### src/rtl/output_buffer.sv
// Decoupling FIFO between the filter output and the downstream sink.
// Both sides use four-phase req/ack handshakes, and each sample carries a rolling stream tag.
module output_buffer #(
    parameter int DWIDTH         = 16,
    parameter int DEPTH_LOG      = 4,
    parameter int NR_STREAMS     = 16,
    parameter int NR_STREAMS_LOG = 4
) (
    input  logic                        clk,
    input  logic                        rst,
    input  logic                        req_in,
    output logic                        ack_in,
    input  logic [0:DWIDTH-1]           data_in,
    output logic                        req_out,
    input  logic                        ack_out,
    output logic [0:DWIDTH-1]           data_out,
    output logic [0:NR_STREAMS_LOG-1]   stream_out,
    output logic [0:DEPTH_LOG]          count
);

    localparam int DEPTH = 1 << DEPTH_LOG;
    localparam logic [DEPTH_LOG:0]        COUNT_FULL = (DEPTH_LOG+1)'(DEPTH);
    localparam logic [NR_STREAMS_LOG-1:0] TAG_LAST   = NR_STREAMS_LOG'(NR_STREAMS-1);

    typedef enum logic {
        IN_IDLE,
        IN_ACK
    } in_state_t;

    typedef enum logic [1:0] {
        OUT_IDLE,
        OUT_REQ,
        OUT_WAIT
    } out_state_t;

    in_state_t                  in_state_q, in_state_d;
    out_state_t                 out_state_q, out_state_d;
    logic [DEPTH_LOG-1:0]       wr_ptr_q, wr_ptr_d;
    logic [DEPTH_LOG-1:0]       rd_ptr_q, rd_ptr_d;
    logic [NR_STREAMS_LOG-1:0]  tag_q, tag_d;
    logic [DEPTH_LOG:0]         count_q, count_d;
    logic                       ack_in_q, ack_in_d;
    logic                       req_out_q, req_out_d;
    logic [DWIDTH-1:0]          data_out_q, data_out_d;
    logic [NR_STREAMS_LOG-1:0]  stream_out_q, stream_out_d;
    logic                       push, pop;

    logic [DWIDTH-1:0]          mem_data_q [DEPTH];
    logic [NR_STREAMS_LOG-1:0]  mem_tag_q  [DEPTH];

    // Full is judged on the registered count, so a pop on the same edge cannot free a slot early.
    always_comb begin
        in_state_d = in_state_q;
        ack_in_d   = ack_in_q;
        push       = 1'b0;
        case (in_state_q)
            IN_IDLE: begin
                if (req_in && (count_q != COUNT_FULL)) begin
                    push       = 1'b1;
                    ack_in_d   = 1'b1;
                    in_state_d = IN_ACK;
                end
            end
            IN_ACK: begin
                if (!req_in) begin
                    ack_in_d   = 1'b0;
                    in_state_d = IN_IDLE;
                end
            end
            default: begin
                ack_in_d   = 1'b0;
                in_state_d = IN_IDLE;
            end
        endcase
        wr_ptr_d = push ? wr_ptr_q + 1'b1 : wr_ptr_q;
        if (push) tag_d = (tag_q == TAG_LAST) ? '0 : tag_q + 1'b1;
        else      tag_d = tag_q;
    end

    // The head entry stays counted while it is being offered; it is popped only on ack_out.
    always_comb begin
        out_state_d  = out_state_q;
        req_out_d    = req_out_q;
        data_out_d   = data_out_q;
        stream_out_d = stream_out_q;
        pop          = 1'b0;
        case (out_state_q)
            OUT_IDLE: begin
                if (count_q != '0) begin
                    data_out_d   = mem_data_q[rd_ptr_q];
                    stream_out_d = mem_tag_q[rd_ptr_q];
                    req_out_d    = 1'b1;
                    out_state_d  = OUT_REQ;
                end
            end
            OUT_REQ: begin
                if (ack_out) begin
                    req_out_d   = 1'b0;
                    pop         = 1'b1;
                    out_state_d = OUT_WAIT;
                end
            end
            OUT_WAIT: begin
                if (!ack_out) out_state_d = OUT_IDLE;
            end
            default: begin
                req_out_d   = 1'b0;
                out_state_d = OUT_IDLE;
            end
        endcase
        rd_ptr_d = pop ? rd_ptr_q + 1'b1 : rd_ptr_q;
        case ({push, pop})
            2'b10:   count_d = count_q + 1'b1;
            2'b01:   count_d = count_q - 1'b1;
            default: count_d = count_q;
        endcase
    end

    always_ff @(posedge clk or negedge rst) begin
        if (!rst) begin
            in_state_q   <= IN_IDLE;
            out_state_q  <= OUT_IDLE;
            wr_ptr_q     <= '0;
            rd_ptr_q     <= '0;
            tag_q        <= '0;
            count_q      <= '0;
            ack_in_q     <= 1'b0;
            req_out_q    <= 1'b0;
            data_out_q   <= '0;
            stream_out_q <= '0;
        end else begin
            in_state_q   <= in_state_d;
            out_state_q  <= out_state_d;
            wr_ptr_q     <= wr_ptr_d;
            rd_ptr_q     <= rd_ptr_d;
            tag_q        <= tag_d;
            count_q      <= count_d;
            ack_in_q     <= ack_in_d;
            req_out_q    <= req_out_d;
            data_out_q   <= data_out_d;
            stream_out_q <= stream_out_d;
        end
    end

    // Storage needs no reset: the pointers and count alone decide which entries are valid.
    always_ff @(posedge clk) begin
        if (push) begin
            mem_data_q[wr_ptr_q] <= data_in;
            mem_tag_q[wr_ptr_q]  <= tag_q;
        end
    end

    assign ack_in     = ack_in_q;
    assign req_out    = req_out_q;
    assign data_out   = data_out_q;
    assign stream_out = stream_out_q;
    assign count      = count_q;

endmodule

### config.mk
export PLATFORM = sky130hd
export DESIGN_NAME = output_buffer
export DESIGN_NICKNAME = d
export VERILOG_FILES = /design/src/rtl/output_buffer.sv
export SDC_FILE = /design/constraint.sdc
export NUM_CORES = 1
export LEC_CHECK = 0
export ABC_CLOCK_PERIOD_IN_PS = 3330
export CAP_MARGIN = 20
export CORE_MARGIN = 5
export CORE_UTILIZATION = 25
export CTS_CLUSTER_SIZE = 40
export DETAILED_ROUTE_END_ITERATION = 8
export PLACE_DENSITY_LB_ADDON = 0.12
export SLEW_MARGIN = 20
export SYNTH_ARGS = -nofsm -noshare
export SYNTH_HDL_FRONTEND = slang
export SYNTH_SLANG_ARGS = --single-unit
### constraint.sdc
create_clock -name clk -period 3.33 [get_ports clk]
set_clock_uncertainty 0.1 [all_clocks]
set_input_delay 0.4995 -clock clk [delete_from_list [all_inputs] [get_ports clk]]
set_output_delay 0.4995 -clock clk [all_outputs]
set_load 0.01 [all_outputs]
==> metrics.md, run 1 <==
| Metric | Value |
|---|---|
| Library cell appearing most often on the critical path | ha_1 |
| Number of I/O pins | 47 |
| Post-CTS Repair Setup Buffers | 0 |
| Average size of a mapped cell | 21.4 um2 |
| Maximum level of the CTS H-tree | 2 |
| Share of cells above drive strength 1 | 30.6% |
| Path type of the worst setup path | flop to flop |
| Library cell used as clock root buffer | clkbuf_16 |
| Overall power after layout | 14.9 mW |
| R2r setup slk | 0.42 ns |
| Total length of routed wires | 35,000 um |
| Proportion of synthesized chip area in sequential cells | 74.4% |
| Count of input and output buffers | 46 |
| Leakage | 5.52 nW |
| Full die area | 62,200 um2 |
| Sum of buffers and inverters on the critical path | 2 |
| Die Ht | 249 um |
| Total gr overflow | 0 |
| Clock Sink Count | 362 |
| Syn-to-layout area delta | 20.4% |
| Initial Util | 25.3% |
| CP peak stage delay | 0.54 ns |
| Clock tree from TritonCTS | done |
| Biggest fanout along the worst timing path | 9 |
| Max Transition Viols Final | 0 |
| Row count | 87 |
| Setup crit end kind | flop |
| First-pass GRT wire length | 51,900 um |
| DRC Markers | 0 |
| Pre-CTS setup slack | 0.206 ns |
| Smallest hold slack | 0.385 ns |
| Crit path DAT | 3.24 ns |
| Multiplexer area fraction after synthesis | 14.7% |
| NumNets Final | 794 |
| Worst min path class | input pin to asynchronous set/reset pin |
| Floorplan Core Area | 56,600 um2 |
| Clock latency reported for the late side of the worst-skew pair | 0.56 ns |
| Worst Path Required | 3.66 ns |
| Slew at the pin closest to its max-slew limit | 0.735 ns |
| Compound-gate portion of the synthesized area | 4.97% |
| Cells along the critical path | nor4_4 -> buf_4 -> a211oi_2 -> inv_2 -> ha_1 -> xor2_1 -> ha_1 -> or3b_2 -> a21oi_1 -> o21ai_0 -> xnor2_1 |
| # diodes | 0 |
| Slew headroom | 51.0% |
| Worst R2R Start | count[3]$_DFFE_PN0P_ |
| RSZ-0062 raised after global routing | no |
| Total half-perimeter wirelength after legalization and detailed placement | 20,700 um |
| Delay-heaviest family, CP | compound AO/OA/AOI/OAI gates |
| Number of buffers created by CTS | 42 |
| Result of the run | finished, final reports clean |
| Number of placed instances with taps included | 1,476 |
| Number of warnings reported in the yosys synthesis log | 0 |
| Via count of the first global-routing pass | 7,465 |
| Share of flip-flops with an asynchronous set or reset | 11.6% |
| Maximum clock path buffer count | 3 |
| Commonest register cell after synthesis | edfxtp_1 |
| Fill count | 5,512 |
| Yosys cell types | 51 |
| Die Wd | 249 um |
| Synthesized-area fraction occupied by and/or/nand/nor cells | 2.04% |
| Weighted congestion at the end of routability-driven global placement | 0.703 |
| Ratio of final minimum period to clock period | 87.3% |
| Number of synthesized flops with an enable pin | 320 |
| Antenna Nets Post-Route | 0 |
| Cell at the slowest stage of the critical path | dfrtp_1 |
| Synthesized-area fraction occupied by xor and xnor cells | 0.855% |
| Total nets after synthesis | 700 |
| Count of max-cap constraint violations | 0 |
| Post-synthesis cell count | 671 |
| Largest vdd supply drop | 0.335 mV |
| Antenna violations before repair | 1 |
| Yosys reg bits | 362 |
| Setup slack after layout | 0.423 ns |
| Non-filler instance count after layout | 1,554 |
| Total track usage | 11.3% |
| Nature of the critical path startpoint | flop |
| Iteration count of the initial detailed-routing pass | 4 |
| Adder-cell area share of the yosys netlist | 0.785% |
| Via count of the routed design | 6,825 |
| Number of cell instances on the worst register-to-register path | 11 |
| Maximum clock frequency | 344 MHz |
| Maximum number of pins on one net before global-route repair | 41 |
| Summed negative setup slack over all endpoints | 0 ns |
| Number of hold-slack violations in the final timing report | 0 |
| Vias per inst | 4.39 |
| Endpoint of the lowest-slack register-to-register path | count[0]$_DFFE_PN0P_ |
| Power density normalized to cell area | 865 nW/um2 |
| Drt first-iter violations | 355 |
| Number of endpoints failing setup at the final stage | 0 |
| CTS clock-pin slew for the worst setup and hold paths | 0.06 ns |
| Routed len/inst | 22.5 um |
| Largest family of logic cells by synthesized area | multiplexers |
| Post-layout min period | 2.91 ns |
| Post-Syn Area | 14,300 um2 |
repair_timing:
item,in CTS,in global routing
resized for setup,0,0
hold buffers,1,0
hold endpoints to repair,16,0
power breakdown:
group          total (mW)  switching, mW  internal (mW)
combinational        4.28           2.17           2.11
clock                4.51           1.84           2.67
sequential           6.13          0.602           5.53
metal layers:
| metal | global-route usage [%] | wire length, um | part of all wire (%) | vias to the layer above |
|---|---|---|---|---|
| met5 | 0 | 13 | 0.037 | - |
| met4 | 3.56 | 808 | 2.3 | 2 |
| met3 | 1.88 | 974 | 2.8 | 53 |
| met2 | 19.5 | 17800 | 51 | 87 |
| met1 | 14.5 | 15400 | 44 | 3709 |
| li1 | - | - | - | 2974 |
cells in the mapped netlist (2+ instances only):
library cell,count,area [um2]
a21o_1,2,15.0
buf_2,12,60.1
o22ai_1,20,125
ha_1,9,113
nor3_1,2,10.0
nor4_1,4,25.0
nand2_1,9,33.8
edfxtp_1,320,9610
xnor2_1,9,78.8
and2_1,10,62.6
inv_1,10,37.5
nand3b_1,2,15.0
a21oi_1,8,40.0
dfrtp_1,42,1050
nand4_1,2,12.5
buf_4,2,15.0
clkbuf_1,9,33.8
mux4_1,14,368
buf_6,7,78.8
o22ai_2,20,250
dlygate4sd1_1,2,17.5
mux2_2,22,248
o21ai_0,6,30.0
a21oi_2,19,166
buf_12,3,60.1
a31oi_1,2,12.5
mux4_2,66,1490
nor2_1,11,41.3
xor2_1,5,43.8
area by class of cell:
class / count / area [um2] / share of cell area (%)
clock buffer: 55 / 1100 / 6.37
timing repair buffer: 88 / 848 / 4.92
clock inverter: 22 / 256 / 1.49
multi-input combinational: 260 / 3400 / 19.7
tap: 756 / 946 / 5.48
inverter: 11 / 41.3 / 0.239
sequential: 362 / 10700 / 61.8
flip-flops by register name, summed over array words and instances, names as in the netlist:
name and count:
out_state_q 2, wr_ptr_q 4, data_out 16, count 5
rd_ptr_q 4, ack_in 1, tag_q 4, in_state_q 1
req_out 1, stream_out 4, mem_tag_q 64, mem_data_q 256
worst max-delay path by stage:
stage | end | start | slack [ns] | cells past startpoint
detailed placement | count[0]$_DFFE_PN0P_ | req_in | 0.21 | 11
finish | count[0]$_DFFE_PN0P_ | count[3]$_DFFE_PN0P_ | 0.42 | 11
global route | count[0]$_DFFE_PN0P_ | count[3]$_DFFE_PN0P_ | 0.21 | 11
global placement | count[0]$_DFFE_PN0P_ | req_in | 0.29 | 11
floorplan | mem_data_q[0][0]$_DFFE_PP_ | count[2]$_DFFE_PN0P_ | -0.20 | 5
CTS | count[0]$_DFFE_PN0P_ | count[3]$_DFFE_PN0P_ | 0.39 | 11
cell usage in the layout (no fill, tap or decap), drive strengths merged, types with 2 or more instances in the layout:
cell type	Yosys	final
and2	10	10
inv	11	15
nand3b	2	2
dfrtp	42	42
xor2	5	5
nor2	11	11
a21o	2	2
a211oi	2	2
xnor2	9	9
edfxtp	320	320
nor4	5	5
nor3	2	2
buf	25	42
a21boi	2	2
mux4	80	80
bufinv	0	4
ha	9	9
a21oi	27	27
o21ai	6	6
mux2	22	22
nand2	9	9
nand4	2	2
a31oi	2	2
clkbuf	11	55
clkinv	0	14
o22ai	40	40
clkdlybuf4s50	0	45
through the flow:
stage / utilization [%] / cell area [um2]
detailed placement: 28.1 / 15900
global placement: 28.1 / 15900
floorplan: - / 14300
global route: 30.5 / 17300
CTS: 30.5 / 17300
finish: 30.5 / 17300
logic make-up after synthesis:
group,Yosys count
xor gates and xnor gates,14
muxes,102
adders and majority gates,9
and+or+nand+nor,50
AOI/OAI and AO/OA,85
DFF,362
buffers and inverters,49
Power figures use the tool's default switching activity.
==> inputs of run 2 (changes only) <==
--- a/config.mk
+++ b/config.mk
@@ -13,5 +13,5 @@
 export DETAILED_ROUTE_END_ITERATION = 8
 export PLACE_DENSITY_LB_ADDON = 0.12
-export SLEW_MARGIN = 20
+export SLEW_MARGIN = 10
 export SYNTH_ARGS = -nofsm -noshare
 export SYNTH_HDL_FRONTEND = slang
==> constraint.sdc (replaced) <==
create_clock -name clk -period 3.33 [get_ports clk]
set_clock_uncertainty 0.1 [all_clocks]
set_input_delay 0.666 -clock clk [delete_from_list [all_inputs] [get_ports clk]]
set_output_delay 0.666 -clock clk [all_outputs]
set_load 0.01 [all_outputs]
==> metrics.md, run 2 (synthesized netlist as in run 1, its figures left out) <==
| Metric | Value |
|---|---|
| Vias per inst | 4.34 (-1.1%) |
| Cells resized by post-CTS repair | 0 (unchanged) |
| Number of buffers created by CTS | 43 (+2.4%) |
| Clock Sink Count | 362 (unchanged) |
| Number of I/O pins | 47 (unchanged) |
| Count of max-cap constraint violations | 0 (unchanged) |
| Number of flip-flops under the largest register name | 256 (unchanged) |
| Path type of the worst setup path | flop to flop |
| Antenna Nets Post-Route | 0 (unchanged) |
| Post-layout min period | 2.85 ns (-0.0553 ns) |
| Weighted congestion at the end of routability-driven global placement | 0.702 (-0.20%) |
| Full die area | 62,200 um2 (unchanged) |
| Max Transition Viols Final | 0 (unchanged) |
| Iteration count of the initial detailed-routing pass | 4 (unchanged) |
| Highest-count cells in the layout ignoring fill and taps | 320 x edfxtp_1, 66 x mux4_2, 45 x clkdlybuf4s50_1 |
| Syn-to-layout area delta | 21.3% |
| Maximum clock path buffer count | 3 (unchanged) |
| R2r setup slk | 0.48 ns (+0.06 ns) |
| Maximum level of the CTS H-tree | 2 (unchanged) |
| Total length of routed wires | 35,600 um (+1.7%) |
| DRC Markers | 0 (unchanged) |
| RSZ-0062 raised after global routing | no |
| Smallest hold slack | 0.394 ns (+0.00928 ns) |
| Overall power after layout | 14.9 mW (-0.16%) |
| Total half-perimeter wirelength after legalization and detailed placement | 21,100 um (+1.8%) |
| Ratio of final minimum period to clock period | 85.6% (-1.7 points) |
| Library cell used as clock root buffer | clkbuf_16 |
| Most flop-heavy register | mem_data_q |
| Leakage | 5.56 nW (+0.80%) |
| Routed len/inst | 22.8 um (+1.3%) |
| CTS clock-pin slew for the worst setup and hold paths | 0.05 ns (about the same) |
| Total gr overflow | 0 (unchanged) |
| Count of input and output buffers | 46 (unchanged) |
| Floorplan Core Area | 56,600 um2 (unchanged) |
| Biggest fanout along the worst timing path | 10 (+1) |
| Result of the run | finished, final reports clean |
| Row count | 87 (unchanged) |
| Slew headroom | 47.8% (-3.1 points) |
| Die Wd | 249 um (unchanged) |
| Portion of total power attributed to sequential cells | 41.3% (+0.2 points) |
| Maximum number of pins on one net before global-route repair | 42 (+2.4%) |
| Drt first-iter violations | 361 (+1.7%) |
| Number of placed instances with taps included | 1,479 (+0.20%) |
| Switching power of the nets | 4.54 mW (-1.5%) |
| Clock tree from TritonCTS | done |
| Setup crit end kind | flop |
| Antenna violations before repair | 1 (unchanged) |
| Slew at the pin closest to its max-slew limit | 0.783 ns (+0.0472 ns) |
| Worst Path Required | 3.65 ns (about the same) |
| Crit path DAT | 3.17 ns (-0.07 ns) |
| Initial Util | 25.3% (unchanged) |
| Via count of the first global-routing pass | 7,450 (-0.20%) |
| Internal Pwr Total | 10.4 mW (+0.44%) |
| Final core occ | 30.7% (+0.23 points) |
| Largest vdd supply drop | 0.292 mV (-13%) |
| Total track usage | 11.4% (+0.15 points) |
| Non-filler instance count after layout | 1,559 (+0.32%) |
| NumNets Final | 798 (+0.50%) |
| First-pass GRT wire length | 52,600 um (+1.4%) |
| Power density normalized to cell area | 857 nW/um2 (-0.90%) |
| Nature of the critical path startpoint | flop |
| Number of endpoints failing setup at the final stage | 0 (unchanged) |
| Clock latency reported for the late side of the worst-skew pair | 0.57 ns (about the same) |
| Die Ht | 249 um (unchanged) |
| Share of cells above drive strength 1 | 31.0% (+0.43 points) |
| Worst min path class | input pin to asynchronous set/reset pin |
| Clock network fraction of design power | 30.5% (+0.3 points) |
| Comb power frac | 28.2% (-0.5 points) |
| Leading cell type in the layout, fill and taps excluded | edfxtp_1 |
| Sw Ratio | 30.5% (-0.42 points) |
| Number of hold-slack violations in the final timing report | 0 (unchanged) |
| # diodes | 0 (unchanged) |
| Via count of the routed design | 6,772 (-0.78%) |
| Maximum clock frequency | 351 MHz (+1.9%) |
-- run 2: cell count changes in the layout (fill, tap and decap cells not counted), sizes merged --
cell,change
inv,-3
clkbuf,+6
bufinv,-2
clkinvlp,+1
buf,+3
-- run 2: worst paths after layout --
kind | start | to | depth (start not counted)
worst min register to register | req_out$_DFFE_PN0P_ | req_out$_DFFE_PN0P_ | 2
worst max-delay path | count[3]$_DFFE_PN0P_ | count[0]$_DFFE_PN0P_ | 9
worst max register to register | count[3]$_DFFE_PN0P_ | count[0]$_DFFE_PN0P_ | 9
worst min-delay path | rst | count[2]$_DFFE_PN0P_ | 2
min in group clk | req_out$_DFFE_PN0P_ | req_out$_DFFE_PN0P_ | 2
max in group asynchronous | rst | rd_ptr_q[3]$_DFFE_PN0P_ | 3
-- run 2: final cells by class --
type                            instances  area [um2]
Fill cell                            5504       39200
Sequential cell                       362       10700
Multi-Input combinational cell        260        3400
Clock buffer                           61        1220
Timing Repair Buffer                   91         958
Tap cell                              756         946
Clock inverter                         18         150
Inverter                               11        41.3
-- run 2: layer usage --
metal	wire length [um]	global-route usage, %	share of wire [%]	up-vias
li1	-	-	-	2992
met1	15200	14.4	43	3600
met2	18400	20.0	52	119
met3	1290	2.42	3.6	59
met4	700	2.92	2.0	2
met5	13	0	0.037	-
-- run 2: what timing repair did --
item / 4_1_cts / 5_1_grt
hold buffers: 1 / 0
setup endpoints to repair: 0 / 0
hold endpoints to repair: 7 / 0
buffers inserted: 0 / 0
-- run 2: per-stage QoR --
stage / area, um2 / setup TNS, ns / worst slack [ns]
after global placement: 16000 / 0 / 0.159
after detailed placement: 16000 / 0 / 0.153
after global routing: 17400 / 0 / 0.340
after floorplan: 14300 / -16.23 / -0.203
after CTS: 17400 / 0 / 0.488
final: 17400 / 0 / 0.479
-- run 2: critical path: stages (launching register included) --
cell      delay, ns
dfrtp_1        0.49
nor4_4         0.51
a211oi_2       0.16
inv_2          0.08
buf_4          0.19
ha_1           0.28
or3b_2         0.46
a21oi_1        0.18
o21ai_0        0.13
xnor2_1        0.14
-- run 2: power groups by stage --
| stage | Sequential, mW | Clock (mW) | Combinational (mW) |
|---|---|---|---|
| final | 6.15 | 4.54 | 4.21 |
| after global routing | 6.25 | 4.91 | 4.56 |
| after CTS | 6.19 | 4.70 | 4.36 |
| after detailed placement | 6.28 | 0 | 4.35 |
| after global placement | 6.24 | 0 | 4.31 |
| after floorplan | 5.95 | 0 | 3.11 |
